--- config.mk ---
export PLATFORM = sky130hd
export DESIGN_NAME = imply_drain
export DESIGN_NICKNAME = d
export VERILOG_FILES = /design/src/rtl/sat_pkg.sv /design/src/rtl/imply_drain.sv
export SDC_FILE = /design/constraint.sdc
export NUM_CORES = 1
export LEC_CHECK = 0
export BUFFER_PORTS_ARGS = -buffer_cell sky130_fd_sc_hd__buf_2
export CAP_MARGIN = 0
export CORE_MARGIN = 3
export CORE_UTILIZATION = 39
export CTS_BUF_LIST = sky130_fd_sc_hd__clkbuf_4 sky130_fd_sc_hd__clkbuf_8 sky130_fd_sc_hd__clkbuf_16
export CTS_CLUSTER_DIAMETER = 30
export DETAILED_ROUTE_END_ITERATION = 10
export GPL_TIMING_DRIVEN = 0
export PLACE_DENSITY = 0.65
export SLEW_MARGIN = 20
export SYNTH_ARGS = -nofsm -noshare
export SYNTH_HDL_FRONTEND = slang
export SYNTH_SLANG_ARGS = --single-unit
--- constraint.sdc ---
create_clock -name clock -period 2.5 [get_ports clock]
set_input_delay 0.125 -clock clock [delete_from_list [all_inputs] [get_ports clock]]
set_output_delay 0.125 -clock clock [all_outputs]
set_load 0.02 [all_outputs]
--- src/rtl/sat_pkg.sv ---
`default_nettype none
// ============================================================================
// Module      : sat_pkg
// Description : Shared types for the DPLL datapath. It holds the literal
//               variable width, the packed literal record used by the
//               implication stack, and the state encoding of the
//               implication-stack drain controller.
// Revision    : 1.0 - initial release
// ============================================================================
package sat_pkg;

    // Width of a literal's variable index.
    localparam int VAR_W = 9;

    // One implied literal as it is stored on the implication stack.
    typedef struct packed {
        logic [VAR_W-1:0] var_id;
        logic             val;
        logic             implied;
    } lit_t;

    // States of the drain controller.
    typedef enum logic [2:0] {
        ST_IDLE  = 3'd0,
        ST_POP   = 3'd1,
        ST_CAP   = 3'd2,
        ST_SEND  = 3'd3,
        ST_FLUSH = 3'd4,
        ST_FIN   = 3'd5
    } drain_state_e;

endpackage
`default_nettype wire

--- src/rtl/imply_drain.sv ---
`default_nettype none
// ============================================================================
// Module      : imply_drain
// Description : Read-side controller for the implication stack. On start it
//               pops the stack until the stack is empty. It forwards each
//               literal downstream over a valid/ready handshake. On flush it
//               pops the remaining entries and discards them.
// Ports       : clock, reset (async, active-low)
//               start, flush                   control requests
//               stk_empty, stk_type/val/var    stack status and entry
//               stk_en, stk_rw                 stack pop strobe (rw fixed 0)
//               asg_valid, asg_ready           downstream handshake
//               asg_var, asg_val, asg_implied  forwarded literal
//               busy, done, count              status
// Revision    : 1.0 - initial release
// ============================================================================
module imply_drain
    import sat_pkg::*;
#(
    parameter int VAR_W = sat_pkg::VAR_W,
    parameter int CNT_W = 10
) (
    input  logic             clock,
    input  logic             reset,
    input  logic             start,
    input  logic             flush,
    input  logic             stk_empty,
    input  logic             stk_type,
    input  logic             stk_val,
    input  logic [VAR_W-1:0] stk_var,
    output logic             stk_en,
    output logic             stk_rw,
    output logic             asg_valid,
    input  logic             asg_ready,
    output logic [VAR_W-1:0] asg_var,
    output logic             asg_val,
    output logic             asg_implied,
    output logic             busy,
    output logic             done,
    output logic [CNT_W-1:0] count
);

    localparam logic [CNT_W-1:0] c_count_max = '1;

    drain_state_e     r_state;
    drain_state_e     w_next_state;
    logic [VAR_W-1:0] r_asg_var;
    logic             r_asg_val;
    logic             r_asg_implied;
    logic [CNT_W-1:0] r_count;
    logic             w_capture;
    logic             w_count_clr;
    logic             w_count_inc;

    always_ff @(posedge clock or negedge reset) begin
        if (!reset) begin
            r_state <= ST_IDLE;
        end else begin
            r_state <= w_next_state;
        end
    end

    always_comb begin
        w_next_state = r_state;
        w_capture    = 1'b0;
        w_count_clr  = 1'b0;
        w_count_inc  = 1'b0;
        case (r_state)
            ST_IDLE: begin
                if (start) begin
                    w_count_clr = 1'b1;
                    if (stk_empty) begin
                        w_next_state = ST_FIN;
                    end else begin
                        w_next_state = ST_POP;
                    end
                end
            end
            ST_POP: begin
                // The pop this cycle still happens. Its entry is dropped
                // along with the rest if a flush comes in.
                if (flush) begin
                    w_next_state = ST_FLUSH;
                end else begin
                    w_next_state = ST_CAP;
                end
            end
            ST_CAP: begin
                if (flush) begin
                    w_next_state = ST_FLUSH;
                end else begin
                    w_capture    = 1'b1;
                    w_next_state = ST_SEND;
                end
            end
            ST_SEND: begin
                // When a handshake and a flush arrive together, the literal
                // is still delivered and counted.
                if (asg_ready) begin
                    w_count_inc = 1'b1;
                    if (flush) begin
                        w_next_state = ST_FLUSH;
                    end else if (stk_empty) begin
                        w_next_state = ST_FIN;
                    end else begin
                        w_next_state = ST_POP;
                    end
                end else if (flush) begin
                    w_next_state = ST_FLUSH;
                end
            end
            ST_FLUSH: begin
                if (stk_empty) begin
                    w_next_state = ST_FIN;
                end
            end
            ST_FIN: begin
                w_next_state = ST_IDLE;
            end
            default: begin
                w_next_state = ST_IDLE;
            end
        endcase
    end

    always_ff @(posedge clock or negedge reset) begin
        if (!reset) begin
            r_asg_var     <= '0;
            r_asg_val     <= 1'b0;
            r_asg_implied <= 1'b0;
        end else if (w_capture) begin
            r_asg_var     <= stk_var;
            r_asg_val     <= stk_val;
            r_asg_implied <= stk_type;
        end
    end

    always_ff @(posedge clock or negedge reset) begin
        if (!reset) begin
            r_count <= '0;
        end else if (w_count_clr) begin
            r_count <= '0;
        end else if (w_count_inc && (r_count != c_count_max)) begin
            r_count <= r_count + CNT_W'(1);
        end
    end

    // Every output is registered or decoded from the state register only.
    // In FLUSH the strobe is decoded from the state alone. On the last FLUSH
    // cycle it can therefore hit an empty stack, and the stack ignores that
    // access.
    assign stk_en      = (r_state == ST_POP) || (r_state == ST_FLUSH);
    assign stk_rw      = 1'b0;
    assign asg_valid   = (r_state == ST_SEND);
    assign asg_var     = r_asg_var;
    assign asg_val     = r_asg_val;
    assign asg_implied = r_asg_implied;
    assign busy        = (r_state != ST_IDLE);
    assign done        = (r_state == ST_FIN);
    assign count       = r_count;

endmodule
`default_nettype wire

Word level (Yosys, flattened, before mapping):

Cells that the tools add are included.

* register bits after elaboration: 24
* input port bits: 17
* output and inout bits: 26

* $add $sub $neg: 1
* eq/ne operators: 9
* mux-type cells: 17
* reductions and logical operators: 6

Operator list (count)
* 3-bit 2-to-1 mux: 8
* 10-bit 2-to-1 mux: 2
* 3-bit one-hot mux with 5 select lines: 1
* 10-bit by 1-bit adder with 10-bit output, second input constant: 1
* 10-bit inequality test, second input constant: 1
* 3-bit by 2-bit == test with 1-bit output, second input constant: 2
* 3-bit == test, second input constant: 2
* 1-bit 2-to-1 mux: 6
* 2-bit inequality test, second input constant: 2
* 3-bit by 1-bit == test with 1-bit output, second input constant: 1
* 3-bit logical NOT: 1
* 3-bit by 2-bit inequality test with 1-bit output, second input constant: 1
* 3-bit AND reduction: 1
* 3-bit nonzero test: 1
* 2-bit nonzero test: 1
* 1-bit logical AND: 1
* 1-bit logical OR: 1

Logic depth before layout (Yosys ltp):

* depth in word-level cells: 5
* gate-level depth with buffers: 6

Worst setup path after synthesis:

Ideal clock, no wire load.

* path type: register -> register
* start: register r_count[0], in the netlist count[0]
* end: register r_count[5], in the netlist count[5]
* arrival time: 1.922 ns
* required time: 2.422 ns
* setup slack: 0.501 ns
* cell stages (with the launch flop): 7
* period minus slack after synthesis: 1.999 ns
* cell sequence: dfrtp_1 > ha_1 > and3_1 > a41o_1 > buf_6 > or4_1 > a21oi_1

* cells in the longest elaborated chain, start to end: 3
* elaborated cells between the ends (all ways): 6

Ends and longest elaborated chain
* start: declaration: RTL line imply_drain.sv:50 `logic [CNT_W-1:0] r_count;`
* start signal: assignment: RTL line imply_drain.sv:144 `r_count <= r_count + CNT_W'(1);`
* 10-bit by 1-bit adder with 10-bit output or 10-bit inequality test (tied branches): RTL line imply_drain.sv:144, imply_drain.sv:143
* 10-bit 2-to-1 mux or 1-bit logical AND (tied branches): RTL line imply_drain.sv:143 `end else if (w_count_inc && (r_count != c_count_max)) begin`
* 10-bit 2-to-1 mux or 2-bit nonzero test (tied branches)

Parallel ways exist; a longest one is shown, timed or not. The select of a mux whose other input is x is not followed.
A chain may end at the register's enable or synchronous reset.

Final worst setup path:

Ends and elaborated chain as after synthesis.

==> flow_summary.yaml <==
timing:
  worst_pin_slew_ns: 0.533
  setup_viol: 0
  maxSlewViolCount: 0
  fin_crit_ns: 2.02
  fin_skew_ns: 0.00227
  grt_setup_unrepaired: "false"
  max_freq_mhz: 495
  relSlewSlack_pct: 64.5
  fin_tns_setup_ns: 0
  finalHoldViolations: 0
  fin_crit_sh_pct: 80.8
layout:
  nNetsFinal: 175
  layout_commonest_cell: "buf_2"
  fillCellCount: 253
  antenna_cells: 0
  drive_gt1_share_pct: 41.7
  finish.instance_area_um2: 1540
  mostFrequentLayoutCells: "44 x buf_2, 24 x dfrtp_1, 11 x mux2_2, 8 x nor2_1"
  fin_util_pct: 54.4
  area_growth_pct: 29.0
logic_synthesis:
  syn_area_um2: 1190
  syn_area_per_cell_um2: 11.3
  ys_types: 38
  ys_ff_latch: 24
  yosysSeqAreaShare_pct: 50.3
  syn-num-nets: 124
  syn_inst: 106
  synth_warnings: 0
global_route:
  overflow: 0
  antenna_found_initial: 0
  track_usage_pct: 14.8
  grt_max_degree: 25
  grt_pass1_wl_um: 4160
  grt_pass1_vias: 1018
power_and_ir_drop:
  power_mw: 1.39
  p_leak_nw: 0.812
  power_density_nw_per_um2: 903
  ir_drop_mv: 0.566
critical_path:
  crit_required_ns: 2.75
  crit_slowest_cell: "or4_1"
  crit_arrival_ns: 2.27
  crit_chain: "ha_1 -> and3_1 -> a41o_1 -> buf_6 -> or4_1 -> a21oi_1"
  cp-start-kind: "register"
  endpoint_kind: "register"
  path_max_fanout: 10
  crit_start: "count[0]$_DFFE_PN0P_"
  slowest_delay_ns: 0.49
  worstSetupPathType: "register to register"
  rr_startpoint: "count[0]$_DFFE_PN0P_"
clock_network:
  root_buffer: "clkbuf_4"
  cts_sinks: 24
  cts_resized: 0
  clk_pin_slew_ns: 0.13
  clk_latency_ns: 0.31
  h-tree-depth: 1
  cts_buffers: 3
  cts_buffer_depth: 2
  cts_tree: "done"
routing:
  drtAntennaViolNets: 0
  drt_iter0_markers: 26
  vias_per_cell: 5.43
  num_vias: 1016
  detail_route.drc_violations: 0
  drt_wl_total_um: 2560
  wl_per_cell_um: 13.7
  drtPass1Iterations: 4
die:
  core_um2: 2830
  initial_core_util_pct: 42.2
  die_w_um: 61.3
  die_y_um: 61.3
  die-area_um2: 3760
  num_rows: 19
  io_pins: 43
placed_design:
  hpwl_um: 1840
  numPortBuffers: 41
  place_area_um2: 1440
  gp_congestion: 0.808
worst_hold_path:
  hp-start: "stk_val"
  hold_path_class: "input pin to register"
status:
  run_status: "completed"
flow_run:
  cap_viol_max_count: 0
## sequential cells by signal, indices dropped and copies added, names as in the netlist
signal       flops
asg_implied      1
count           10
asg_val          1
asg_var          9
r_state          3
## logic make-up after synthesis
| logic type | Yosys count | synth area share [%] |
|---|---|---|
| compound gates | 20 | 11.9 |
| other cells | 1 | 0.314 |
| simple gates | 35 | 17.7 |
| fa+ha+maj | 1 | 1.05 |
| mux | 13 | 12.1 |
| xor+xnor | 3 | 2.20 |
| buf+inv | 9 | 4.40 |
| flops | 24 | 50.3 |
## critical path, delay by kind of cell (launching register included)
kind                       cells  cell delay [ns]
and+or+nand+nor                2             0.72
DFF                            1             0.46
AOI/OAI and AO/OA              2             0.41
adders and majority gates      1             0.23
buffers and inverters          1             0.14
## area by class of cell
type                    instances  area, um^2  area share, %
plain buffers                   7        45.0           2.92
flip-flops and latches         24         601           39.0
repair buffers                 46         255           16.6
multi-input cells              73         541           35.1
well taps                      31        38.8           2.52
inverters                       2        7.51          0.487
clock buffers                   3        22.5           1.46
clock inverters                 1        30.0           1.95
## per-stage QoR
step | setup WS (ns) | cells | hold slack (ns)
finish | 0.481 | 187 | 0.0296
global route | 0.384 | 187 | 0.000173
CTS | 0.472 | 184 | 0.0184
detailed placement | 0.504 | 178 | 0.142
global placement | 0.542 | 178 | 0.137
floorplan | 0.501 | 106 | -0.171
## Yosys cell counts, drive strengths merged
master / n / area (um^2)
or4: 2 / 15.0
nand4: 2 / 12.5
o41ai: 1 / 8.76
o211ai: 3 / 22.5
xnor2: 1 / 8.76
and4: 1 / 8.76
nor4: 1 / 6.26
a21bo: 1 / 10.0
and3b: 1 / 8.76
and4b: 1 / 10.0
and3: 2 / 12.5
ha: 1 / 12.5
xor2: 2 / 17.5
or3b: 1 / 8.76
mux2i: 2 / 20.0
a21oi: 7 / 35.0
nand3b: 1 / 7.51
and2: 1 / 6.26
o22a: 1 / 8.76
or3: 1 / 6.26
nand3: 3 / 15.0
o21ai: 2 / 10.0
nand2: 7 / 26.3
clkbuf: 1 / 3.75
nor3: 1 / 5.00
a2111oi: 1 / 15.0
inv: 2 / 7.51
nor2: 8 / 30.0
mux2: 11 / 124
a41o: 1 / 10.0
dfrtp: 24 / 601
o31ai: 3 / 22.5
buf: 6 / 41.3
nand4b: 2 / 32.5
conb: 1 / 3.75
## routing by layer
layer / up-vias / wire length, um / GRT usage, % / part of all wire (%)
met3: 2 / 158 / 5.66 / 6.2
li1: 493 / - / - / -
met1: 490 / 1070 / 17.1 / 42
met2: 31 / 1320 / 25.8 / 51
met4: 0 / 14 / 3.41 / 0.55
met5: - / 0 / 0 / 0
## report_power, final
group	internal, mW	switching [mW]	total, mW
clock network	0.162	0.120	0.282
registers	0.486	0.0535	0.539
logic	0.232	0.337	0.570
## path summary, 6_finish.rpt
check                                          to  depth (start not counted)  slack [ns]
setup / recovery             count[5]$_DFFE_PN0P_                          6        0.48
hold / removal                asg_val$_DFFE_PN0P_                          2        0.03
setup reg to reg             count[5]$_DFFE_PN0P_                          6        0.48
hold reg to reg            asg_var[1]$_DFFE_PN0P_                          1        0.52
max in group asynchronous     asg_val$_DFFE_PN0P_                          2        1.84
min in group asynchronous    count[7]$_DFFE_PN0P_                          2        0.30
## what timing repair did
item,4_1_cts,5_1_grt
endpoints found under the hold margin,25,3
buffers inserted,0,0
hold buffers,2,3
Power figures use the tool's default switching activity.
